## src/rtl/key_event_ctrl.sv

```systemverilog
// key_event_ctrl: qualifies raw keypad scanner output into press/release
// events, maps each to a linear key index and queues them in a small FIFO
// that the game logic drains with a valid/ready handshake.
module key_event_ctrl #(
   parameter int unsigned SETTLE_CYC  = 16,
   parameter int unsigned RELEASE_CYC = 16,
   parameter int unsigned CNT_W       = 8,
   parameter int unsigned FIFO_AW     = 2
) (
   input  logic               clk,
   input  logic               rst_n,
   input  logic [4:0]         key_code,
   input  logic               key_ready,
   input  logic               enable,
   output logic               evt_valid,
   output logic [4:0]         evt_idx,
   output logic               evt_press,
   input  logic               evt_ready,
   output logic [FIFO_AW:0]   fifo_cnt,
   output logic               overflow
);

   localparam int unsigned DEPTH  = 2 ** FIFO_AW;
   localparam int unsigned FCNT_W = FIFO_AW + 1;
   localparam int unsigned EVT_W  = 6;

   localparam logic [CNT_W-1:0]  SETTLE_C  = CNT_W'(SETTLE_CYC);
   localparam logic [CNT_W-1:0]  RELEASE_C = CNT_W'(RELEASE_CYC);
   localparam logic [FCNT_W-1:0] DEPTH_C   = FCNT_W'(DEPTH);
   localparam bit                SETTLE_NOW = (SETTLE_CYC <= 1);

   typedef enum logic [1:0] {
      S_IDLE  = 2'd0,
      S_PQUAL = 2'd1,
      S_HELD  = 2'd2
   } state_t;

   // qualifier state
   state_t             r_state;
   logic [CNT_W-1:0]   r_cnt;
   logic [4:0]         r_code;
   logic               r_push;
   logic               r_push_press;
   logic [4:0]         r_push_idx;

   // FIFO state
   logic [EVT_W-1:0]   r_mem [DEPTH];
   logic [FIFO_AW-1:0] r_wr;
   logic [FIFO_AW-1:0] r_rd;
   logic [FCNT_W-1:0]  r_fcnt;
   logic               r_valid;
   logic [4:0]         r_head_idx;
   logic               r_head_press;
   logic               r_ovf;

   logic               w_key;
   logic               w_same;
   logic [4:0]         w_new_idx;
   logic [4:0]         w_cur_idx;
   logic [CNT_W-1:0]   w_cnt_inc;
   logic               w_pop;
   logic               w_full;
   logic               w_push_acc;
   logic               w_drop;
   logic [FCNT_W-1:0]  w_cnt_after_pop;
   logic [FCNT_W-1:0]  w_fcnt_nxt;
   logic [FIFO_AW-1:0] w_rd_nxt;
   logic [EVT_W-1:0]   w_push_data;

   // An out-of-range row counts as no key at all.
   assign w_key     = key_ready & (key_code[4:2] <= 3'd4);
   assign w_same    = (key_code == r_code);
   assign w_new_idx = {key_code[4:2], 2'b00} + {3'b000, key_code[1:0]};
   assign w_cur_idx = {r_code[4:2], 2'b00} + {3'b000, r_code[1:0]};
   assign w_cnt_inc = r_cnt + CNT_W'(1);

   // Press/release qualifier; an event is handed to the FIFO one cycle later.
   always_ff @(posedge clk or negedge rst_n) begin
      if (!rst_n) begin
         r_state      <= S_IDLE;
         r_cnt        <= '0;
         r_code       <= '0;
         r_push       <= 1'b0;
         r_push_press <= 1'b0;
         r_push_idx   <= '0;
      end else begin
         r_push <= 1'b0;
         if (!enable) begin
            r_state <= S_IDLE;
            r_cnt   <= '0;
         end else begin
            case (r_state)
               S_IDLE: begin
                  r_cnt <= '0;
                  if (w_key) begin
                     r_code <= key_code;
                     if (SETTLE_NOW) begin
                        r_push       <= 1'b1;
                        r_push_press <= 1'b1;
                        r_push_idx   <= w_new_idx;
                        r_state      <= S_HELD;
                     end else begin
                        r_cnt   <= CNT_W'(1);
                        r_state <= S_PQUAL;
                     end
                  end
               end
               S_PQUAL: begin
                  if (!w_key) begin
                     r_cnt   <= '0;
                     r_state <= S_IDLE;
                  end else if (!w_same) begin
                     r_code <= key_code;
                     r_cnt  <= CNT_W'(1);
                  end else if (w_cnt_inc >= SETTLE_C) begin
                     r_push       <= 1'b1;
                     r_push_press <= 1'b1;
                     r_push_idx   <= w_cur_idx;
                     r_cnt        <= '0;
                     r_state      <= S_HELD;
                  end else begin
                     r_cnt <= w_cnt_inc;
                  end
               end
               S_HELD: begin
                  if (w_key && w_same) begin
                     r_cnt <= '0;
                  end else if (w_key) begin
                     // rollover: release the old key, start qualifying the new one
                     r_push       <= 1'b1;
                     r_push_press <= 1'b0;
                     r_push_idx   <= w_cur_idx;
                     r_code       <= key_code;
                     r_cnt        <= CNT_W'(1);
                     r_state      <= S_PQUAL;
                  end else if (w_cnt_inc >= RELEASE_C) begin
                     r_push       <= 1'b1;
                     r_push_press <= 1'b0;
                     r_push_idx   <= w_cur_idx;
                     r_cnt        <= '0;
                     r_state      <= S_IDLE;
                  end else begin
                     r_cnt <= w_cnt_inc;
                  end
               end
               default: begin
                  r_state <= S_IDLE;
                  r_cnt   <= '0;
               end
            endcase
         end
      end
   end

   // A pop in the same cycle frees the slot for a push into a full FIFO.
   assign w_pop           = evt_ready & (r_fcnt != '0);
   assign w_full          = (r_fcnt == DEPTH_C);
   assign w_push_acc      = r_push & (~w_full | w_pop);
   assign w_drop          = r_push & w_full & ~w_pop;
   assign w_cnt_after_pop = r_fcnt - FCNT_W'(w_pop);
   assign w_fcnt_nxt      = w_cnt_after_pop + FCNT_W'(w_push_acc);
   assign w_rd_nxt        = r_rd + FIFO_AW'(w_pop);
   assign w_push_data     = {r_push_press, r_push_idx};

   // Event storage; contents are don't-care until written.
   always_ff @(posedge clk) begin
      if (w_push_acc) begin
         r_mem[r_wr] <= w_push_data;
      end
   end

   // FIFO pointers, occupancy, sticky overflow and registered show-ahead head.
   always_ff @(posedge clk or negedge rst_n) begin
      if (!rst_n) begin
         r_wr         <= '0;
         r_rd         <= '0;
         r_fcnt       <= '0;
         r_valid      <= 1'b0;
         r_head_idx   <= '0;
         r_head_press <= 1'b0;
         r_ovf        <= 1'b0;
      end else begin
         if (w_push_acc) begin
            r_wr <= r_wr + FIFO_AW'(1);
         end
         r_rd    <= w_rd_nxt;
         r_fcnt  <= w_fcnt_nxt;
         r_valid <= (w_fcnt_nxt != '0);
         if (w_drop) begin
            r_ovf <= 1'b1;
         end
         if (w_push_acc && (w_cnt_after_pop == '0)) begin
            r_head_press <= r_push_press;
            r_head_idx   <= r_push_idx;
         end else if (w_fcnt_nxt != '0) begin
            r_head_press <= r_mem[w_rd_nxt][5];
            r_head_idx   <= r_mem[w_rd_nxt][4:0];
         end
      end
   end

   assign evt_valid = r_valid;
   assign evt_idx   = r_head_idx;
   assign evt_press = r_head_press;
   assign fifo_cnt  = r_fcnt;
   assign overflow  = r_ovf;

endmodule
```

## config.mk

```make
export PLATFORM = sky130hd
export DESIGN_NAME = key_event_ctrl
export DESIGN_NICKNAME = d
export VERILOG_FILES = /design/src/rtl/key_event_ctrl.sv
export SDC_FILE = /design/constraint.sdc
export NUM_CORES = 1
export LEC_CHECK = 0
export ABC_AREA = 1
export BUFFER_PORTS_ARGS = -buffer_cell sky130_fd_sc_hd__buf_2
export CAP_MARGIN = 20
export CORE_AREA = 2 2 76 78
export DETAILED_ROUTE_END_ITERATION = 6
export DIE_AREA = 0 0 78 80
export GPL_TIMING_DRIVEN = 0
export PLACE_DENSITY_LB_ADDON = 0.1
export SYNTH_ARGS = -nofsm -noshare
export SYNTH_HDL_FRONTEND = slang
export SYNTH_SLANG_ARGS = --single-unit
export TNS_END_PERCENT = 30
```

## constraint.sdc

```tcl
create_clock -name clk -period 5.5 [get_ports clk]
set_clock_uncertainty 0.05 [all_clocks]
set_input_delay 0.275 -clock clk [delete_from_list [all_inputs] [get_ports clk]]
set_output_delay 0.275 -clock clk [all_outputs]
set_load 0.1 [all_outputs]
```

# Word level (Yosys, flattened, before mapping)
# Memory sizes are Yosys's and may differ from the RTL's.
# Index checks and enable logic that the tools add are counted.
[op_classes]
add_sub_neg = 6
magnitude_cmp = 2
n_eq_ne = 15
muxes = 48
bitwise_logic = 8
reduce_logical = 13
[op_table]
columns = ["op", "count"]
rows = [
  ["two-way mux 5 bit", 11],
  ["two-way mux 8 bit", 6],
  ["case mux 8 bit (3 select lines)", 1],
  ["two-way mux 1 bit", 17],
  ["two-way mux 2 bit", 8],
  ["case mux 5 bit (3 select lines)", 1],
  ["AND reduction 5 bit", 3],
  ["!= test 4 bit, second input constant", 3],
  ["!= test 2 bit, second input constant", 5],
  ["case mux 5 bit (2 select lines)", 1],
  ["!= test 3 bit, second input constant", 3],
  ["nonzero test 3 bit", 3],
  ["adder 8 x 1 -> 8 bit, second input constant", 1],
  ["greater-or-equal comparator 8 x 5 -> 1 bit, second input constant", 1],
  ["AND reduction 7 bit", 1],
  ["case mux 2 bit (3 select lines)", 1],
  ["adder 5 x 2 -> 5 bit", 1],
  ["bitwise AND 1 bit", 5],
  ["== test 5 bit", 1],
  ["case mux 1 bit (2 select lines)", 2],
  ["nonzero test 2 bit", 2],
  ["adder 3 x 1 -> 3 bit", 1],
  ["== test 3 bit, second input constant", 1],
  ["less-or-equal comparator 3 bit, second input constant", 1],
  ["other kinds (10)", 12],
]
[totals]
reg_bits = 37
ramBits = 24
inputBits = 10
word_cells = 106
n_memories = 1
[mem_list]
columns = ["memory", "words", "width", "rd", "rd_clocked_by_memory_dff", "write_ports", "line_no", "rtl"]
rows = [
  ["r_mem", 4, 6, 1, 0, 1, "47", "logic [EVT_W-1:0] r_mem [DEPTH];"],
]

# Longest topological paths before layout
# Gate-level depths: netlist (run 1).
[depth]
ltp_word = 8
ltp_mapped = 12
ltp_nobuf = 12

# Worst setup path after synthesis (run 1)
# Ideal clock, no wire load.
[synth_timing]
path_type = "register to register"
from = "register r_fcnt[2] (netlist: fifo_cnt[2])"
to = "register r_head_idx[0] (netlist: evt_idx[0])"
setup_ps = 130
arrival_time_ps = 2386
required_ps = 5320
path_slack_ps = 2934
stages_incl_launch_ff = 11
path_buffers = 0
synth_period_minus_slack_ps = 2566
path_cell_list = "dfrtp_1 > nand3_1 > nand2_2 > inv_1 > ha_1 > ha_1 > xor2_1 > nor2_1 > nand3_2 > nor2_1 > a31oi_1"
[synth_via]
elab_chain_cells = 7
[synth_lines]
columns = ["element", "line_no", "rtl"]
rows = [
  ["start, declared", "50", "logic [FCNT_W-1:0] r_fcnt;"],
  ["start signal, assigned", "187", "r_fcnt <= w_fcnt_nxt;"],
  ["nonzero test 3 bit or == test 3 bit (tied branches)", "156, 157", ""],
  ["bitwise AND 1 bit or inverter 1 bit (tied branches)", "156, 158", ""],
  ["OR 1 bit (*)", "158", "assign w_push_acc = r_push & (~w_full | w_pop);"],
  ["bitwise AND 1 bit (*)", "158", ""],
  ["named net w_push_acc", "63", "logic w_push_acc;"],
  ["adder 3 x 1 -> 3 bit (*)", "161", "assign w_fcnt_nxt = w_cnt_after_pop + FCNT_W'(w_push_acc);"],
  ["named net w_fcnt_nxt[2]", "66", "logic [FCNT_W-1:0] w_fcnt_nxt;"],
  ["nonzero test 3 bit (*)", "195", "end else if (w_fcnt_nxt != '0) begin"],
  ["nonzero test 2 bit (no line) (*)", "n/a", ""],
  ["end signal, assigned", "194", "r_head_idx <= r_push_idx;"],
  ["end signal, assigned", "197", "r_head_idx <= r_mem[w_rd_nxt][4:0];"],
  ["end, declared", "52", "logic [4:0] r_head_idx;"],
]
# Mark *: on every way through the listed nets, which the timed path passes. The rest lies on a longest branch. The select of a mux whose other input is x is not followed.
# A chain may end at the register's enable or synchronous reset.

# Worst setup path after layout (run 1)
[layout_timing]
from = "register r_fcnt[1] (netlist: fifo_cnt[1])"
to = "register r_head_idx[2] (netlist: evt_idx[2])"
[layout_via]
elab_chain_cells = 7
[layout_lines]
columns = ["element", "line_no"]
rows = [
  ["parallel branches: the longest is 4 deep, another holds subtractor 3 x 1 -> 3 bit", "n/a"],
  ["adder 3 x 1 -> 3 bit (*)", "161"],
  ["named net w_fcnt_nxt[2]", "66"],
  ["nonzero test 3 bit (*)", "195"],
  ["nonzero test 2 bit (no line) (*)", "n/a"],
]
# Mark *: on every way through the listed nets, which the timed path passes. The select of a mux whose other input is x is not followed.

==> flow_summary.yaml, run 1 <==
min_path:
  min_path_type: "in -> async"
setup_path:
  critPathCaptureType: "register"
  cp_max_fo: 7
  rr_worst_depth: 11
  crit_arrival_ns: 2.37
  startpoint_type: "register"
  worstPathRequired_ns: 5.66
  reg2reg_slack_ns: 3.29
  criticalPathCategory: "reg -> reg"
detailed_routing:
  vias_per_cell: 4.96
  wl_met3_um: 186
  ant_nets: 0
  drc: 0
  drt_iter0_drc: 140
  vias: 2241
  m1WireLength_mm: 2.47
  top_layer: "met4"
  firstDrtPassIters: 4
  post_drt_wl_per_cell_um: 12.2
  routed_wl_mm: 5.52
  wl_met2_mm: 2.82
clocking:
  cts_buffers: 9
  cts_setup_buffers: 0
  cts_resized: 0
  postCtsHoldBufs: 0
  clock_latency_ns: 0.33
  clock-root-buffer: "clkbuf_8"
  clockBufferDepth: 2
  cts_tree: "built"
  h-tree-depth: 3
  cts_sinks: 61
  path_clk_slew_ns: 0.07
synth:
  synth_warnings: 0
  yosysSeqAreaShare_pct: 52.0
  synth-seq-cells: 61
  synth-adder-area-share_pct: 5.54
  syn_area_mm2: 0.00316
  synth_cell_types: 34
  syn_area_per_cell_um2: 9.25
  muxShareOfSynthArea_pct: 0
  synth_cells: 342
  synth_top_family_by_area: "simple AND/OR/NAND/NOR gates"
  synthXorXnorAreaFrac_pct: 2.21
  synth-compound-area-share_pct: 6.21
  yosys.area_share.simple_pct: 27.8
global_routing:
  grt_max_degree: 38
  grt.overflow.total: 0
  grt_use_total_pct: 20.0
  antenna_found_initial: 0
  grt_pass1_wl_mm: 9.51
  grt_pass1_vias: 2115
floorplan:
  dieArea_mm2: 0.00624
  initial_core_util_pct: 58.5
  core-area_mm2: 0.00541
  pin_count: 21
  num_rows: 27
  die_y_um: 80
  die_w_um: 78
final_layout:
  post-route-util_pct: 66.3
  ff_latch_area_mm2: 0.00165
  drive_gt1_share_pct: 18.2
  final_cell_area_mm2: 0.00359
  final_common_cell: "nand2_1"
  multiInputGateArea_mm2: 0.00134
  fill_cells: 446
  area_growth_pct: 13.3
  layout_common_cells: "85 x nand2_1, 38 x inv_1, 37 x dfrtp_1"
  nets: 399
  num_antenna_cells: 0
sta:
  finalSetupViolations: 0
  tns_ns: 0
  slew_viol_final: 0
  finalHoldViolations: 13
  fmax_mhz: 452
  whs_ns: -0.00437
  final.period_utilization_pct: 40.2
  fin_crit_ns: 2.21
  worst_slew_pin_slew_ns: 0.833
  relSlewSlack_pct: 44.5
  fin_ws_ns: 3.29
  rsz0062_at_grt: "no"
pwr:
  power.total_mw: 1.97
  powerDensity_mw_per_mm2: 548
  p_leak_nw: 1.72
  ir_drop_mv: 0.334
place:
  dpl_cell_area_mm2: 0.00336
  gp_congestion: 0.882
  dp_slack_ns: 3.29
  port_buffers: 19
  hpwl_mm: 4.00
flow_run:
  cap_violations: 0
outcome:
  status: "finished with violations"
  violations: "hold timing"
## flip-flops by register name, indices dropped and copies added, names as in the netlist, 3 cells and up
register and cells:
evt_idx 5, fifo_cnt 3, r_push_idx 5, r_code 5, r_mem 24, r_cnt 8
## cells in the mapped netlist
| cell | count | area, um2 |
|---|---|---|
| nand3_1 | 22 | 110 |
| nor2_1 | 35 | 131 |
| inv_1 | 38 | 143 |
| xnor2_1 | 3 | 26.3 |
| o21ai_0 | 17 | 85.1 |
| nand3_2 | 5 | 50.1 |
| buf_2 | 1 | 5.00 |
| dfrtp_1 | 37 | 926 |
| clkinv_8 | 1 | 16.3 |
| nand4_2 | 1 | 12.5 |
| ha_1 | 14 | 175 |
| nand2_2 | 6 | 37.5 |
| xor2_1 | 5 | 43.8 |
| nand4_1 | 9 | 56.3 |
| o21bai_1 | 1 | 7.51 |
| nor2_8 | 3 | 60.1 |
| nand3b_1 | 1 | 7.51 |
| nor2_2 | 5 | 31.3 |
| a21oi_4 | 1 | 16.3 |
| o21ai_1 | 2 | 10.0 |
| nand2_4 | 1 | 11.3 |
| o211a_1 | 1 | 10.0 |
| inv_2 | 6 | 22.5 |
| nand2_1 | 85 | 319 |
| edfxtp_1 | 24 | 721 |
| a31oi_1 | 3 | 18.8 |
| o21ai_2 | 2 | 17.5 |
| nor2_4 | 1 | 11.3 |
| nor3_1 | 1 | 5.00 |
| o22ai_1 | 1 | 6.26 |
| a21oi_1 | 5 | 25.0 |
| clkbuf_1 | 2 | 7.51 |
| conb_1 | 1 | 3.75 |
| nand3_4 | 2 | 35.0 |
## routing by layer
layer	vias to the layer above	GRT usage, %
met5	-	0
met4	0	7.54
met3	4	5.54
met2	37	35.0
met1	1023	23.4
li1	1177	-
## kinds of logic (layout without fill, tap and decap cells)
family	after synthesis	after routing
adders and majority gates	14	14
other	1	4
xor gates and xnor gates	8	8
DFF	61	61
buffers and inverters	48	83
AOI/OAI and AO/OA	33	33
and+or+nand+nor	177	177
## metrics by stage
step,hold WS [ns],cells
after detailed placement,0.376,436
after CTS,0.0138,452
after global routing,0.0612,452
after global placement,0.367,436
final,-0.00437,452
after floorplan,-0.0706,345
## where the power goes
| group | switching, mW | internal, mW | total, mW |
|---|---|---|---|
| sequential | 0.0888 | 0.592 | 0.681 |
| combinational | 0.617 | 0.221 | 0.838 |
| clock | 0.167 | 0.279 | 0.446 |
## final cells by class
cell class | instances | area share, %
Sequential cell | 61 | 45.9
Multi-Input combinational cell | 236 | 37.2
Inverter | 45 | 5.06
Clock buffer | 12 | 4.33
Timing Repair Buffer | 19 | 2.65
Tap cell | 72 | 2.51
Clock inverter | 4 | 1.95
Buffer | 3 | 0.349
## final timing paths
check,startpoint,end
worst max-delay path,fifo_cnt[1]$_DFF_PN0_,evt_idx[2]$_DFFE_PN0P_
worst min-delay path,rst_n,r_wr[0]$_DFFE_PN0P_
worst max register to register,fifo_cnt[1]$_DFF_PN0_,evt_idx[2]$_DFFE_PN0P_
worst min register to register,overflow$_DFFE_PN0P_,overflow$_DFFE_PN0P_
max in group asynchronous,rst_n,r_push_press$_DFFE_PN0P_
min in group clk,key_code[0],r_code[0]$_DFFE_PN0P_
## critical path, stage by stage, from the launching register on
cell	delay, ns
dfrtp_1	0.39
nor2_1	0.14
a21oi_1	0.11
ha_1	0.19
ha_1	0.27
inv_1	0.05
ha_1	0.20
xor2_1	0.17
nor2_1	0.18
nand3_2	0.18
nor2_1	0.12
a31oi_1	0.05
Power figures use the tool's default switching activity.
==> run 2, diff against run 1 <==
--- a/config.mk
+++ b/config.mk
@@ -8,9 +8,9 @@
 export ABC_AREA = 1
 export BUFFER_PORTS_ARGS = -buffer_cell sky130_fd_sc_hd__buf_2
 export CAP_MARGIN = 20
-export CORE_AREA = 2 2 76 78
+export CORE_AREA = 2 2 80 82
 export DETAILED_ROUTE_END_ITERATION = 6
-export DIE_AREA = 0 0 78 80
+export DIE_AREA = 0 0 82 84
 export GPL_TIMING_DRIVEN = 0
 export PLACE_DENSITY_LB_ADDON = 0.1
 export SYNTH_ARGS = -nofsm -noshare
==> constraint.sdc (replaced) <==
create_clock -name clk -period 1.81 [get_ports clk]
set_clock_uncertainty 0.05 [all_clocks]
set_input_delay 0.0905 -clock clk [delete_from_list [all_inputs] [get_ports clk]]
set_output_delay 0.0905 -clock clk [all_outputs]
set_load 0.1 [all_outputs]
==> run 2 against run 1 <==
Effect of this change:
- the run ends with setup timing left
- final cell count is 2.2% higher
- total power increased to 3.1 times the previous value
- count of clock-buffer cells in the layout rose by 1
- register-to-register slack worse by 3.6 ns
- global-route usage is 0.67 points lower
- clock power grew to 2.6 times the previous value
- sequential share of layout area fell by 1.8 points
- critical path type unchanged
- critical endpoint is now evt_idx[3]$_DFFE_PN0P_
==> flow_summary.yaml, run 2 (same netlist as run 1, synthesis figures left out) <==
pwr:
  p_switching_mw: 2.79
  internal_power_mw: 3.27
  powerDensity_mw_per_mm2: 1610
  p_seq_share_pct: 35.0
  p_comb_share_pct: 46.2
  p_leak_nw: 1.72
  clkPwrFrac_pct: 18.9
  p_sw_share_pct: 46.1
  ir_drop_mv: 1.50
  power.total_mw: 6.07
place:
  hpwl_mm: 4.09
  port_buffers: 19
  gp_congestion: 0.875
  dp_slack_ns: -0.430
  dpl_cell_area_mm2: 0.00342
final_layout:
  multiInputGateArea_mm2: 0.00149
  top_register: "r_mem"
  fill_cells: 538
  post-route-util_pct: 61.7
  final_cell_area_mm2: 0.00376
  ff_latch_area_mm2: 0.00166
  num_antenna_cells: 0
  nets: 404
  final_common_cell: "nand2_1"
  area_growth_pct: 18.8
  drive_gt1_share_pct: 24.7
  layout_common_cells: "81 x nand2_1, 36 x inv_1, 33 x dfrtp_1"
  largest_reg_flops: 24
  reg.largest.list: "r_mem x24, r_cnt x8"
global_routing:
  grt_pass1_wl_mm: 10.1
  grt_max_degree: 38
  grt.overflow.total: 0
  antenna_found_initial: 0
  grt_use_total_pct: 19.3
  grt_pass1_vias: 2185
setup_path:
  criticalPathCategory: "reg -> reg"
  cp_max_fo: 7
  critPathCaptureType: "register"
  worstPathRequired_ns: 1.97
  crit_arrival_ns: 2.33
  startpoint_type: "register"
sta:
  fmax_mhz: 462
  final.period_utilization_pct: 120
  finalSetupViolations: 7
  finalHoldViolations: 0
  fin_crit_ns: 2.17
  slew_viol_final: 0
  worst_slew_pin_slew_ns: 0.839
  rsz0062_at_grt: "yes"
  relSlewSlack_pct: 44.1
  fin_ws_ns: -0.356
clocking:
  clock_latency_ns: 0.33
  clockBufferDepth: 2
  path_clk_slew_ns: 0.07
  cts_buffers: 9
  cts_tree: "built"
  h-tree-depth: 3
  cts_sinks: 61
  clock-root-buffer: "clkbuf_8"
detailed_routing:
  vias: 2267
  ant_nets: 0
  routed_wl_mm: 5.81
  drc: 0
  drt_iter0_drc: 96
  post_drt_wl_per_cell_um: 12.6
  vias_per_cell: 4.91
  firstDrtPassIters: 5
floorplan:
  dieArea_mm2: 0.00689
  die_w_um: 82
  die_y_um: 84
  pin_count: 21
  initial_core_util_pct: 51.9
  core-area_mm2: 0.00610
  num_rows: 29
outcome:
  status: "finished with violations"
  violations: "setup timing"
min_path:
  min_path_type: "in -> reg"
flow_run:
  cap_violations: 0
## run 2: routing by layer
| layer | track usage, % | vias to the layer above | routed length, um |
|---|---|---|---|
| met5 | 0 | - | 0 |
| met4 | 7.27 | 0 | 139 |
| met3 | 5.19 | 14 | 176 |
| met2 | 32.0 | 34 | 2920 |
| met1 | 23.6 | 1033 | 2580 |
| li1 | - | 1186 | - |
## run 2: worst paths after layout
check	startpoint	endpoint	slack, ns	depth (start not counted)
worst min-delay path	key_code[2]	r_code[2]$_DFFE_PN0P_	0.02	3
worst max register to register	fifo_cnt[1]$_DFF_PN0_	evt_idx[3]$_DFFE_PN0P_	-0.36	11
min in group asynchronous	rst_n	evt_idx[4]$_DFFE_PN0P_	0.34	2
worst max-delay path	fifo_cnt[1]$_DFF_PN0_	evt_idx[3]$_DFFE_PN0P_	-0.36	11
worst min register to register	overflow$_DFFE_PN0P_	overflow$_DFFE_PN0P_	0.43	1
max in group asynchronous	rst_n	fifo_cnt[0]$_DFF_PN0_	0.75	2
## run 2: area by class of cell
type,instances,area share [%]
tap,77,2.56
timing repair buffer,24,3.73
buffer,3,0.399
clock buffer,13,3.69
multi-input combinational,236,39.6
clock inverter,3,1.03
inverter,45,4.89
sequential,61,44.1
## run 2: per-stage QoR
| stage | hold slack (ns) | instances | setup TNS, ns |
|---|---|---|---|
| after floorplan | -0.255 | 345 | -3.13 |
| after global placement | 0.178 | 441 | -2.60 |
| after detailed placement | 0.195 | 441 | -2.85 |
| after CTS | 0.0106 | 462 | -2.16 |
| after global routing | 0.0311 | 462 | -2.97 |
| final | 0.0184 | 462 | -2.23 |
## run 2: power groups by stage
stage	registers, mW	clock network, mW	logic [mW]
6_report	2.12	1.14	2.80
5_1_grt	2.17	1.24	3.11
4_1_cts	2.11	1.16	2.76
3_5_place_dp	2.14	0	2.61
3_3_place_gp	2.12	0	2.58
2_1_floorplan	2.84	0	1.38
## run 2: critical path, stage by stage, from the launching register on
cell     delay [ns]
dfrtp_4        0.49
nor2_4         0.16
a21oi_4        0.08
ha_4           0.28
inv_4          0.03
ha_4           0.15
ha_4           0.16
xor2_2         0.17
nor2_2         0.18
nand3_4        0.14
nor2_2         0.12
a31oi_1        0.04
## run 2: timing repair
action | CTS | global route
endpoints found under the hold margin | 39 | 0
pin swaps | 7 | 4
setup buffers | 2 | 0
setup endpoints to repair | 8 | 25
hold buffers | 3 | 0
resized for setup | 9 | 18
==> run 3, diff against run 2 <==
--- a/config.mk
+++ b/config.mk
@@ -8,9 +8,11 @@
 export ABC_AREA = 1
 export BUFFER_PORTS_ARGS = -buffer_cell sky130_fd_sc_hd__buf_2
 export CAP_MARGIN = 20
-export CORE_AREA = 2 2 80 82
+export CELL_PAD_IN_SITES_DETAIL_PLACEMENT = 0
+export CELL_PAD_IN_SITES_GLOBAL_PLACEMENT = 1
+export CORE_AREA = 2 2 90 92
 export DETAILED_ROUTE_END_ITERATION = 6
-export DIE_AREA = 0 0 82 84
+export DIE_AREA = 0 0 92 94
 export GPL_TIMING_DRIVEN = 0
 export PLACE_DENSITY_LB_ADDON = 0.1
 export SYNTH_ARGS = -nofsm -noshare
==> run 3 against run 2 <==
Effect of this change:
- highest routed layer unchanged
- first-iteration DRC count shrank 56%
- critical path depth is the same
- flip-flop and latch count is the same
- combinational power grew 1%
- critical path type unchanged
- hold slack lost 0.0011 ns
- global-route usage shrank 3.1 points
- the flow still finishes with violations (setup timing)
- clock power grew 4%
==> flow_summary.yaml, run 3 (same netlist as run 1, synthesis figures left out) <==
sta:
  worst_slew_pin_slew_ns: 0.872
  relSlewSlack_pct: 41.9
  slew_viol_final: 0
  fmax_mhz: 461
  fin_crit_ns: 2.17
  final.period_utilization_pct: 120
  fin_ws_ns: -0.358
  finalSetupViolations: 7
  rsz0062_at_grt: "yes"
  finalHoldViolations: 0
detailed_routing:
  routed_wl_mm: 5.94
  post_drt_wl_per_cell_um: 12.2
  ant_nets: 0
  vias_per_cell: 4.60
  firstDrtPassIters: 4
  vias: 2247
  drt_iter0_drc: 42
  drc: 0
clocking:
  clockBufferDepth: 2
  cts_buffers: 9
  path_clk_slew_ns: 0.07
  h-tree-depth: 3
  cts_sinks: 61
  clock-root-buffer: "clkbuf_8"
  cts_tree: "built"
  clock_latency_ns: 0.34
final_layout:
  final_cells: 488
  num_antenna_cells: 0
  reg.largest.list: "r_mem x24, r_cnt x8"
  largest_reg_flops: 24
  top_register: "r_mem"
  drive_gt1_share_pct: 26.2
  area_growth_pct: 20.7
  final_common_cell: "nand2_1"
  nets: 405
  layout_common_cells: "82 x nand2_1, 34 x inv_1, 32 x dfrtp_1"
  fill_cells: 751
global_routing:
  grt_use_total_pct: 16.2
  grt_max_degree: 38
  grt_pass1_vias: 2354
  grt_pass1_wl_mm: 10.9
  antenna_found_initial: 0
  grt.overflow.total: 0
setup_path:
  critPathCaptureType: "register"
  worstPathCellList: "nor2_4 -> a21oi_4 -> ha_4 -> ha_4 -> inv_2 -> ha_4 -> xor2_2 -> nor2_2 -> nand2_1 -> nand3_1 -> nand3_1"
  cpMostUsedCell: "ha_4"
  cp_max_fo: 4
  critPathTopFamily: "simple AND/OR/NAND/NOR gates"
  worstPathRequired_ns: 1.98
  reg2reg_slack_ns: -0.36
  critical_path_buf_inv_count: 1
  startpoint_type: "register"
  criticalPathCategory: "reg -> reg"
  crit_arrival_ns: 2.34
  critical-path-slowest-cell: "dfrtp_4"
  critical-path-max-stage-delay_ns: 0.49
floorplan:
  dieArea_mm2: 0.00865
  die_w_um: 92
  die_y_um: 94
  pin_count: 21
  num_rows: 32
  initial_core_util_pct: 41.6
  core-area_mm2: 0.00761
pwr:
  ir_drop_mv: 0.672
  powerDensity_mw_per_mm2: 1610
  p_leak_nw: 1.72
min_path:
  min_path_type: "in -> reg"
flow_run:
  cap_violations: 0
outcome:
  status: "finished with violations"
  violations: "setup timing"
place:
  dp_slack_ns: -0.441
  gp_congestion: 0.820
  port_buffers: 19
  placedCellCount: 466
  hpwl_mm: 4.28
## run 3: changes by cell type in the layout (fill, tap and decap cells not counted), sizes merged
| cell | before | now |
|---|---|---|
| dlygate4sd3 | 3 | 4 |
| clkbuf | 15 | 11 |
| clkinv | 3 | 5 |
| clkinvlp | 0 | 2 |
## run 3: metrics by stage
step / hold slack, ns / utilization, % / instance area, um2 / total power [mW] / setup TNS (ns)
2_1_floorplan: -0.255 / - / 3230 / 4.22 / -3.13
3_3_place_gp: 0.212 / 45.3 / 3450 / 4.74 / -2.70
3_5_place_dp: 0.221 / 45.3 / 3450 / 4.78 / -2.79
4_1_cts: 0.0137 / 49.1 / 3740 / 6.12 / -2.15
5_1_grt: 0.0369 / 50.2 / 3820 / 6.64 / -3.18
6_report: 0.0173 / 50.2 / 3820 / 6.13 / -2.25
## run 3: worst paths after layout
check                                       from                endpoint  cells after the start
max                        fifo_cnt[0]$_DFF_PN0_  evt_idx[1]$_DFFE_PN0P_                     11
min                                  key_code[2]   r_code[2]$_DFFE_PN0P_                      3
max reg2reg                fifo_cnt[0]$_DFF_PN0_  evt_idx[1]$_DFFE_PN0P_                     11
min reg2reg                evt_press$_DFFE_PN0P_   evt_press$_DFFE_PN0P_                      2
max in group asynchronous                  rst_n   fifo_cnt[0]$_DFF_PN0_                      2
min in group asynchronous                  rst_n  evt_idx[0]$_DFFE_PN0P_                      2
## run 3: what timing repair did
item / 4_1_cts / 5_1_grt
setup buffers: 2 / 0
cloned: 0 / 0
hold buffers: 4 / 0
setup endpoints to repair: 16 / 25
resized for setup: 11 / 23
endpoints found under the hold margin: 40 / 0
pin swaps: 8 / 8
## run 3: worst reg2reg max path, delay by kind of cell, from the launching register on
family | cells | cell delay (ns)
and+or+nand+nor | 5 | 0.66
AOI/OAI and AO/OA | 1 | 0.08
buffers and inverters | 1 | 0.04
xor gates and xnor gates | 1 | 0.17
DFF | 1 | 0.49
adders and majority gates | 3 | 0.56
## run 3: where the power goes
part	internal (mW)	leakage (nW)	switching, mW
combinational	0.839	0.967	2.00
sequential	1.83	0.665	0.289
clock	0.625	0.0903	0.557
total	3.29	1.72	2.84
## run 3: final cells by class
class | instances | area, um2 | area share (%)
multi-input cells | 236 | 1490 | 39.0
plain buffers | 3 | 17.5 | 0.459
clock buffers | 9 | 124 | 3.24
inverters | 45 | 184 | 4.82
clock inverters | 7 | 66.3 | 1.74
flip-flops and latches | 61 | 1660 | 43.5
repair buffers | 25 | 150 | 3.93
well taps | 102 | 128 | 3.34
## run 3: routing by layer
metal | GRT usage (%) | vias up | part of all wire (%)
li1 | - | 1182 | -
met2 | 28.9 | 29 | 50
met1 | 19.0 | 1026 | 45
met3 | 3.05 | 10 | 3.0
met4 | 7.46 | 0 | 2.1
met5 | 0 | - | 0
